<file path="src/rtl/leaf_stream_fifo_if.sv">
// Stream bundle for one leaf FIFO: producer side (in_*) and consumer side (out_*).
// A word moves on a rising edge where valid and ready are both 1; valid never waits on ready.
interface leaf_stream_fifo_if #(
  parameter int DATA_W = 8
);
  logic              in_valid;
  logic              in_ready;
  logic [DATA_W-1:0] in_data;
  logic              out_valid;
  logic              out_ready;
  logic [DATA_W-1:0] out_data;

  modport master (
    output in_valid, in_data, out_ready,
    input  in_ready, out_valid, out_data
  );

  modport slave (
    input  in_valid, in_data, out_ready,
    output in_ready, out_valid, out_data
  );
endinterface

</file>
<file path="src/rtl/leaf_stream_fifo.sv">
// First-word-fall-through valid/ready FIFO with occupancy, synchronous flush and
// a wrapping count of output handshakes.
module leaf_stream_fifo #(
  parameter  int DATA_W = 8,
  parameter  int DEPTH  = 4,
  parameter  int CNT_W  = 16,
  localparam int LVL_W  = $clog2(DEPTH) + 1
) (
  input  logic             clk,
  input  logic             rst_n,
  input  logic             flush,
  leaf_stream_fifo_if.slave bus,
  output logic [LVL_W-1:0] level,
  output logic [CNT_W-1:0] xfer_cnt
);
  localparam int               AW       = $clog2(DEPTH);
  localparam logic [LVL_W-1:0] FULL_LVL = LVL_W'(DEPTH);

  logic [DATA_W-1:0] mem [DEPTH];
  logic [AW-1:0]     rd_ptr;
  logic [AW-1:0]     wr_ptr;
  logic              push;
  logic              pop;

  // Handshake outputs come only from registered state, so no ready->valid path exists.
  assign bus.in_ready  = (level != FULL_LVL);
  assign bus.out_valid = (level != '0);
  assign bus.out_data  = mem[rd_ptr];

  assign push = bus.in_valid  & bus.in_ready;
  assign pop  = bus.out_valid & bus.out_ready;

  // Storage is intentionally not reset; it is only observable while out_valid is high.
  always_ff @(posedge clk) begin
    if (rst_n && !flush && push) begin
      mem[wr_ptr] <= bus.in_data;
    end
  end

  always_ff @(posedge clk) begin
    if (!rst_n) begin
      rd_ptr   <= '0;
      wr_ptr   <= '0;
      level    <= '0;
      xfer_cnt <= '0;
    end else if (flush) begin
      rd_ptr <= '0;
      wr_ptr <= '0;
      level  <= '0;
    end else begin
      if (push) begin
        wr_ptr <= wr_ptr + 1'b1;
      end
      if (pop) begin
        rd_ptr   <= rd_ptr + 1'b1;
        xfer_cnt <= xfer_cnt + 1'b1;
      end
      unique case ({push, pop})
        2'b10:   level <= level + 1'b1;
        2'b01:   level <= level - 1'b1;
        default: level <= level;
      endcase
    end
  end
endmodule

</file>
<file path="src/flat_wrapper.sv">
// flat-port wrapper written by rule: the top's interface ports become plain ports
module leaf_stream_fifo_flat 
#(
  parameter  int DATA_W = 8,
  parameter  int DEPTH  = 4,
  parameter  int CNT_W  = 16,
  localparam int LVL_W  = $clog2(DEPTH) + 1
)
  (clk, rst_n, flush, level, xfer_cnt, bus_in_valid, bus_in_data, bus_out_ready, bus_in_ready, bus_out_valid, bus_out_data);
  leaf_stream_fifo_if #(.DATA_W(DATA_W)) bus_i ();
  input  logic clk;
  input  logic rst_n;
  input  logic flush;
  output logic [LVL_W-1:0] level;
  output logic [CNT_W-1:0] xfer_cnt;
  input wire logic [$bits(bus_i.in_valid)-1:0] bus_in_valid;
  input wire logic [$bits(bus_i.in_data)-1:0] bus_in_data;
  input wire logic [$bits(bus_i.out_ready)-1:0] bus_out_ready;
  output wire logic [$bits(bus_i.in_ready)-1:0] bus_in_ready;
  output wire logic [$bits(bus_i.out_valid)-1:0] bus_out_valid;
  output wire logic [$bits(bus_i.out_data)-1:0] bus_out_data;
  assign bus_i.in_valid = bus_in_valid;
  assign bus_i.in_data = bus_in_data;
  assign bus_i.out_ready = bus_out_ready;
  assign bus_in_ready = bus_i.in_ready;
  assign bus_out_valid = bus_i.out_valid;
  assign bus_out_data = bus_i.out_data;
  leaf_stream_fifo #(.DATA_W(DATA_W), .DEPTH(DEPTH), .CNT_W(CNT_W)) u_core (.clk(clk), .rst_n(rst_n), .flush(flush), .bus(bus_i), .level(level), .xfer_cnt(xfer_cnt));
endmodule
</file>
<file path="config.mk">
export PLATFORM = sky130hd
export DESIGN_NAME = leaf_stream_fifo_flat
export DESIGN_NICKNAME = d
export VERILOG_FILES = /design/src/rtl/leaf_stream_fifo_if.sv /design/src/rtl/leaf_stream_fifo.sv /design/src/flat_wrapper.sv
export SDC_FILE = /design/constraint.sdc
export NUM_CORES = 1
export LEC_CHECK = 0
export CAP_MARGIN = 0
export CELL_PAD_IN_SITES_DETAIL_PLACEMENT = 0
export CELL_PAD_IN_SITES_GLOBAL_PLACEMENT = 1
export CORE_UTILIZATION = 42
export CTS_CLUSTER_DIAMETER = 120
export DETAILED_ROUTE_END_ITERATION = 16
export HOLD_SLACK_MARGIN = 0.15
export PLACE_DENSITY = 0.77
export REMOVE_ABC_BUFFERS = 1
export SLEW_MARGIN = 20
export SYNTH_ARGS = -nofsm -noshare
export SYNTH_HDL_FRONTEND = slang
export SYNTH_SLANG_ARGS = --single-unit
</file>
<file path="constraint.sdc">
create_clock -name clk -period 2.9 [get_ports clk]
set_clock_uncertainty 0.2 [all_clocks]
set_input_delay 0.58 -clock clk [delete_from_list [all_inputs] [get_ports clk]]
set_output_delay 0.58 -clock clk [all_outputs]
set_load 0.01 [all_outputs]
</file>
==> impl_results.md, run 1 <==
* Max cap viols at 0
* Row cnt at 26
* Max Slew Vio Count at 0
* Vias in the first global route at approximately 1500
* Clk pwr share at 42.6%
* Min Tclk post-route at 2710 ps
* Sink Count at 57
* DR WL/cell at between 15 and 20 um
* Final net count at about 250
* Fin. Hold Viols at 0
* Avg Cell Area, Syn at roughly 13 um^2
* Setup violations, final at 0
* Chip width at between 70 and 80 um
* Worst slew pin tran at 463 ps
* Post_cts resized at 0
* Post-synthesis register bit count at 57
* Combinational Power Share at between 5 and 6%
* Netlist Area Pre-Place at between 0.002 and 0.0025 mm^2
* Startpoint Class: flip-flop
* Initial drt markers at between 70 and 80
* GRT Overall Usage at between 15 and 20%
* Most frequent cells in the layout: clkdlybuf4s50_1, edfxtp_1, dfxtp_1, nor2_1, xnor2_1
* CTS H-tree depth at 3
* Num CTS Buffers at 9
* Die Ht at around 77 um
* Net Sw Frac at between 20% and 30%
* DRT antenna net count at 0
* Number of port buffers at 41
* Static leakage at 1.02 nW
* Layout cell share with drive strength beyond 1 at 12.8%
* CTS clock-pin slew for the worst setup and hold paths at around 60 ps
* PD cells at roughly 550 mW/mm^2
* Peak supply drop at ~0.25 mV
* Setup CP Type: reg -> out
* DR vias/cell at slightly above 5
* Ant diodes at 0
* Switch Pwr at 370 uW
* TritonCTS clock tree: yes
* Pre-antenna DRT Iters at 4
* Io pins at between 40 and 50
* GR Overflow Total at 0
* Post-CTS Setup Repair Bufs at 0
* CP max FO at 6
* Post-placement cell count at roughly 290
* Relative slew margins at between 60% and 70%
* Cells after Synth at roughly 180
* Core Util, Final at between 50% and 60%
* Layout Cells excl Fill at roughly 300
* Sequential power share at between 50% and 60%
* Hpwl dp at 3280 um
* Crit end category: output pin
* Via Count at between 1500 and 2000
* Most common cell after layout, fill and taps aside: clkdlybuf4s50_1
* Max Root-Sink Buffers at 2
* Final worst path period share at around 94%
* Power Internal at 1.31 mW
* Register area share after synthesis at 62.4%
* Cts hold-fix bufs at 0
* First-pass GRT wire length at 7590 um
* Clock Tree Root: clkbuf_8
* Gpl congestion at between 0.8 and 0.9
* Syn-to-layout area delta at 30.5%
* Largest net degree at the start of global routing at 15
* Setup TNS at 0 ps
* Worst path required time at roughly 2100 ps
* Synth cell types at 31
* Clk_lat worst skew at between 300 and 400 ps
* Starting Density at 44.7%
* Die ar. at approximately 0.0059 mm^2
* Status: finished clean
* DRC at 0
* Floorplan Core Area at 0.00524 mm^2
* Max Fclk at approximately 0.37 GHz
* Syn. warnings at 0
* Worst Path Arrival at between 1500 and 2000 ps
* Worst Hold Class: reg -> reg
* Final WL at around 4600 um
* RSZ-0062 raised after global routing: false
* Initial antenna violation count at 0
==> worst max-delay path, stage by stage (launching register included) <==
cell and delay (ps):
dfxtp_1 450, buf_12 170, mux4_2 500, clkdlybuf4s50_1 490
==> worst paths after layout <==
check	from	endpoint	slack (ps)	cells past startpoint
worst max register to register	u_core.level[2]	u_core.level[2]	280	8
worst max-delay path	flip-flop	bus_out_data[0]	190	3
worst min register to register	u_core.wr_ptr[1]	u_core.wr_ptr[1]	300	2
worst min-delay path	u_core.wr_ptr[1]	u_core.wr_ptr[1]	300	2
==> cells by family (layout without fill, tap and decap cells) <==
group,after synthesis,after routing,share of synthesized area (%)
buffers and inverters,13,69,2.08
muxes,10,10,8.54
and+or+nand+nor,64,64,14.4
DFF,57,57,62.4
AOI/OAI and AO/OA,11,11,2.56
xor gates and xnor gates,16,16,5.98
adders and majority gates,7,7,4.06
==> stage by stage <==
step	total power, mW	hold WS, ps	cell area, um^2	setup slack, ps
3_5_place_dp	0.981	292	2870	108
4_1_cts	1.70	304	3060	155
2_1_floorplan	0.926	269	2320	236
5_1_grt	1.75	332	3060	79.3
6_report	1.68	302	3060	186
3_3_place_gp	0.977	266	2870	178
==> cell usage after synthesis <==
| library cell | number | area [um^2] |
|---|---|---|
| edfxtp_1 | 32 | 961 |
| dfxtp_1 | 25 | 500 |
| nor2_1 | 22 | 82.6 |
| xnor2_1 | 12 | 105 |
| nand2_1 | 10 | 37.5 |
| inv_1 | 8 | 30.0 |
| mux4_2 | 8 | 180 |
| a21oi_1 | 6 | 30.0 |
| ha_1 | 6 | 75.1 |
| and2_1 | 4 | 25.0 |
| clkbuf_1 | 4 | 15.0 |
| nand4_1 | 4 | 25.0 |
| nor4_1 | 4 | 25.0 |
| xor2_1 | 4 | 35.0 |
| nand2b_1 | 3 | 18.8 |
| nand3_1 | 3 | 15.0 |
| nor3_1 | 3 | 15.0 |
| o21ai_0 | 3 | 15.0 |
| or3_1 | 3 | 18.8 |
| mux2i_1 | 2 | 20.0 |
| o31ai_1 | 2 | 15.0 |
| buf_1 | 1 | 3.75 |
| fa_1 | 1 | 20.0 |
| nand3b_1 | 1 | 7.51 |
| nand4_2 | 1 | 12.5 |
| nand4b_1 | 1 | 8.76 |
| nor3b_1 | 1 | 7.51 |
| nor4b_1 | 1 | 8.76 |
| or3b_2 | 1 | 8.76 |
| or4_1 | 1 | 7.51 |
| or4b_4 | 1 | 13.8 |
==> metal layers <==
metal,vias up,wire (um),GRT usage (%)
li1,743,-,-
met1,768,2080,21.4
met2,27,2310,27.9
met3,2,171,5.12
met4,0,19,4.62
met5,-,0,0
==> power by group through the flow <==
stage / logic [mW] / registers (mW) / clock network, mW
after floorplan: 0.0397 / 0.886 / 0
after global placement: 0.0921 / 0.885 / 0
after detailed placement: 0.0952 / 0.886 / 0
after CTS: 0.0958 / 0.868 / 0.731
after global routing: 0.103 / 0.868 / 0.774
final: 0.0944 / 0.868 / 0.714
==> cell type report <==
class,instances,area (um^2)
clock buffer,9,124
clock inverter,7,70.1
fill,432,2180
inverter,8,30.0
multi-input combinational,108,833
sequential,57,1460
tap,70,87.6
timing repair buffer,45,453
==> sequential cells by signal (all words and copies together) (netlist names), named ones only <==
| register | count |
|---|---|
| u_core.rd_ptr | 2 |
| u_core.level | 3 |
| u_core.wr_ptr | 2 |
| u_core.xfer_cnt | 16 |
| u_core.mem | 32 |
(Power assumes the default switching activity.)
==> inputs of run 2 (changes only) <==
--- a/config.mk
+++ b/config.mk
@@ -8,6 +8,7 @@
 export CAP_MARGIN = 0
 export CELL_PAD_IN_SITES_DETAIL_PLACEMENT = 0
 export CELL_PAD_IN_SITES_GLOBAL_PLACEMENT = 1
+export CORE_MARGIN = 2
 export CORE_UTILIZATION = 42
 export CTS_CLUSTER_DIAMETER = 120
 export DETAILED_ROUTE_END_ITERATION = 16
==> run 2 against run 1 <==
Against the previous run: combinational power about the same; maximum frequency increased by 2.8%; global-route usage decreased by 1.6 points; sequential power about the same; via count decreased by 0.71%; total power about the same; sequential share of layout area decreased by 0.43 points; final cell count increased by 2.3%; count of clock-buffer cells in the layout unchanged; wire length decreased by 5.8%; utilization decreased by 1.7 points; highest routed layer unchanged.
==> impl_results.md, run 2 (synthesized netlist as in run 1, its figures left out) <==
* Core Util, Final at a little under three fifths
* Post-CTS Setup Repair Bufs at 0
* Relative slew margins at a little over two thirds
* Final WL at 4310 um
* TritonCTS clock tree: yes
* Number of port buffers at just over 40
* Chip width at between 70 and 80 um
* Cts hold-fix bufs at 0
* Initial drt markers at just over 90
* Final net count at around 250
* Vias in the first global route at 1385
* Via Count at ~1500
* Top flop regs: u_core.mem (32), u_core.xfer_cnt (16), u_core.level (3)
* GR Overflow Total at 0
* Clk_lat worst skew at between 300 and 400 ps
* CTS clock-pin slew for the worst setup and hold paths at 60 ps
* DR WL/cell at roughly 14 um
* PD cells at 543 mW/mm^2
* Clock Tree Root: clkbuf_8
* DR vias/cell at roughly 5
* Worst path required time at about 2100 ps
* CP max FO at 8
* Max Fclk at 0.379 GHz
* Post-layout instance area at slightly above 0.003 mm^2
* Num CTS Buffers at 9
* Sink Count at 57
* First-pass GRT wire length at roughly 7000 um
* Min Tclk post-route at 2640 ps
* Final worst path period share at 91.0%
* Floorplan Core Area at ~0.0054 mm^2
* Worst Hold Class: reg -> reg
* Post-DP Area at between 0.002 and 0.003 mm^2
* Io pins at between 40 and 50
* Row cnt at 27
* Peak supply drop at ~0.29 mV
* Setup TNS at 0 ps
* Die ar. at 0.00619 mm^2
* Most common cell after layout, fill and taps aside: clkdlybuf4s50_1
* Hpwl dp at 3030 um
* Fin. Hold Viols at 0
* Ant diodes at 0
* RSZ-0062 raised after global routing: false
* Max Slew Vio Count at 0
* Max cap viols at 0
* Largest net degree at the start of global routing at 15
* Setup CP Type: reg -> out
* DRT antenna net count at 0
* Max FFs per register at 32
* Total power at around 1.7 mW
* Layout cell share with drive strength beyond 1 at approximately 15%
* CTS H-tree depth at 3
* Top reg by flops: u_core.mem
* Syn-to-layout area delta at 31.7%
* Most frequent cells in the layout: clkdlybuf4s50_1, edfxtp_1, dfxtp_1, nor2_1, xnor2_1
* Post_cts resized at 0
* Crit end category: output pin
* GRT Overall Usage at 15.3%
* Pre-antenna DRT Iters at 4
* Initial antenna violation count at 0
* Worst slew pin tran at around 450 ps
* Min Hold Slack at between 200 and 300 ps
* Worst Path Arrival at approximately 1900 ps
* Max Root-Sink Buffers at 2
* Setup violations, final at 0
* Static leakage at between 1 and 1.5 nW
* DRC at 0
* Gpl congestion at ~0.72
* Startpoint Class: flip-flop
* Status: finished clean
* Die Ht at between 70 and 80 um
* Starting Density at approximately 43%
## run 2: report_power, final
group | switching, mW | internal [mW] | total (mW)
clock | 0.321 | 0.394 | 0.716
sequential | 0.00587 | 0.861 | 0.867
combinational | 0.0439 | 0.0504 | 0.0943
total | 0.371 | 1.31 | 1.68
## run 2: path summary, 6_finish.rpt
kind / start / endpoint / slack [ps] / depth (start not counted)
worst max-delay path: flip-flop / bus_out_data[4] / 260 / 3
worst min-delay path: u_core.xfer_cnt[15] / u_core.xfer_cnt[15] / 290 / 2
worst min register to register: u_core.xfer_cnt[15] / u_core.xfer_cnt[15] / 290 / 2
worst max register to register: u_core.level[2] / u_core.level[2] / 310 / 8
## run 2: layer usage
metal  vias to the layer above  wire length (um)  GRT usage, %
met5                         -                 0             0
met1                       739              2020          21.1
met3                         4               243          6.14
met4                         0                37          5.26
li1                        753                 -             -
met2                        33              2010          22.0
## run 2: cell type report
type	instances	area (um^2)
clock inverters	7	70.1
inverters	8	30.0
flip-flops and latches	57	1460
fillers	458	2350
repair buffers	50	478
multi-input cells	108	833
well taps	72	90.1
clock buffers	9	124
## run 2: critical path, stage by stage (launching register included)
cell             delay, ps
dfxtp_1                310
buf_4                  210
mux4_2                 520
clkdlybuf4s50_1        500
## run 2: stage by stage
stage	setup WS, ps	instances
finish	260	311
detailed placement	135	295
floorplan	236	173
CTS	230	311
global route	165	311
global placement	158	295
==> inputs of run 3 (changes only) <==
--- a/config.mk
+++ b/config.mk
@@ -19,3 +19,4 @@
 export SYNTH_ARGS = -nofsm -noshare
 export SYNTH_HDL_FRONTEND = slang
 export SYNTH_SLANG_ARGS = --single-unit
+export TNS_END_PERCENT = 50
==> results of run 3 <==
Final layout, timing and power as in run 2 (identical DEF).
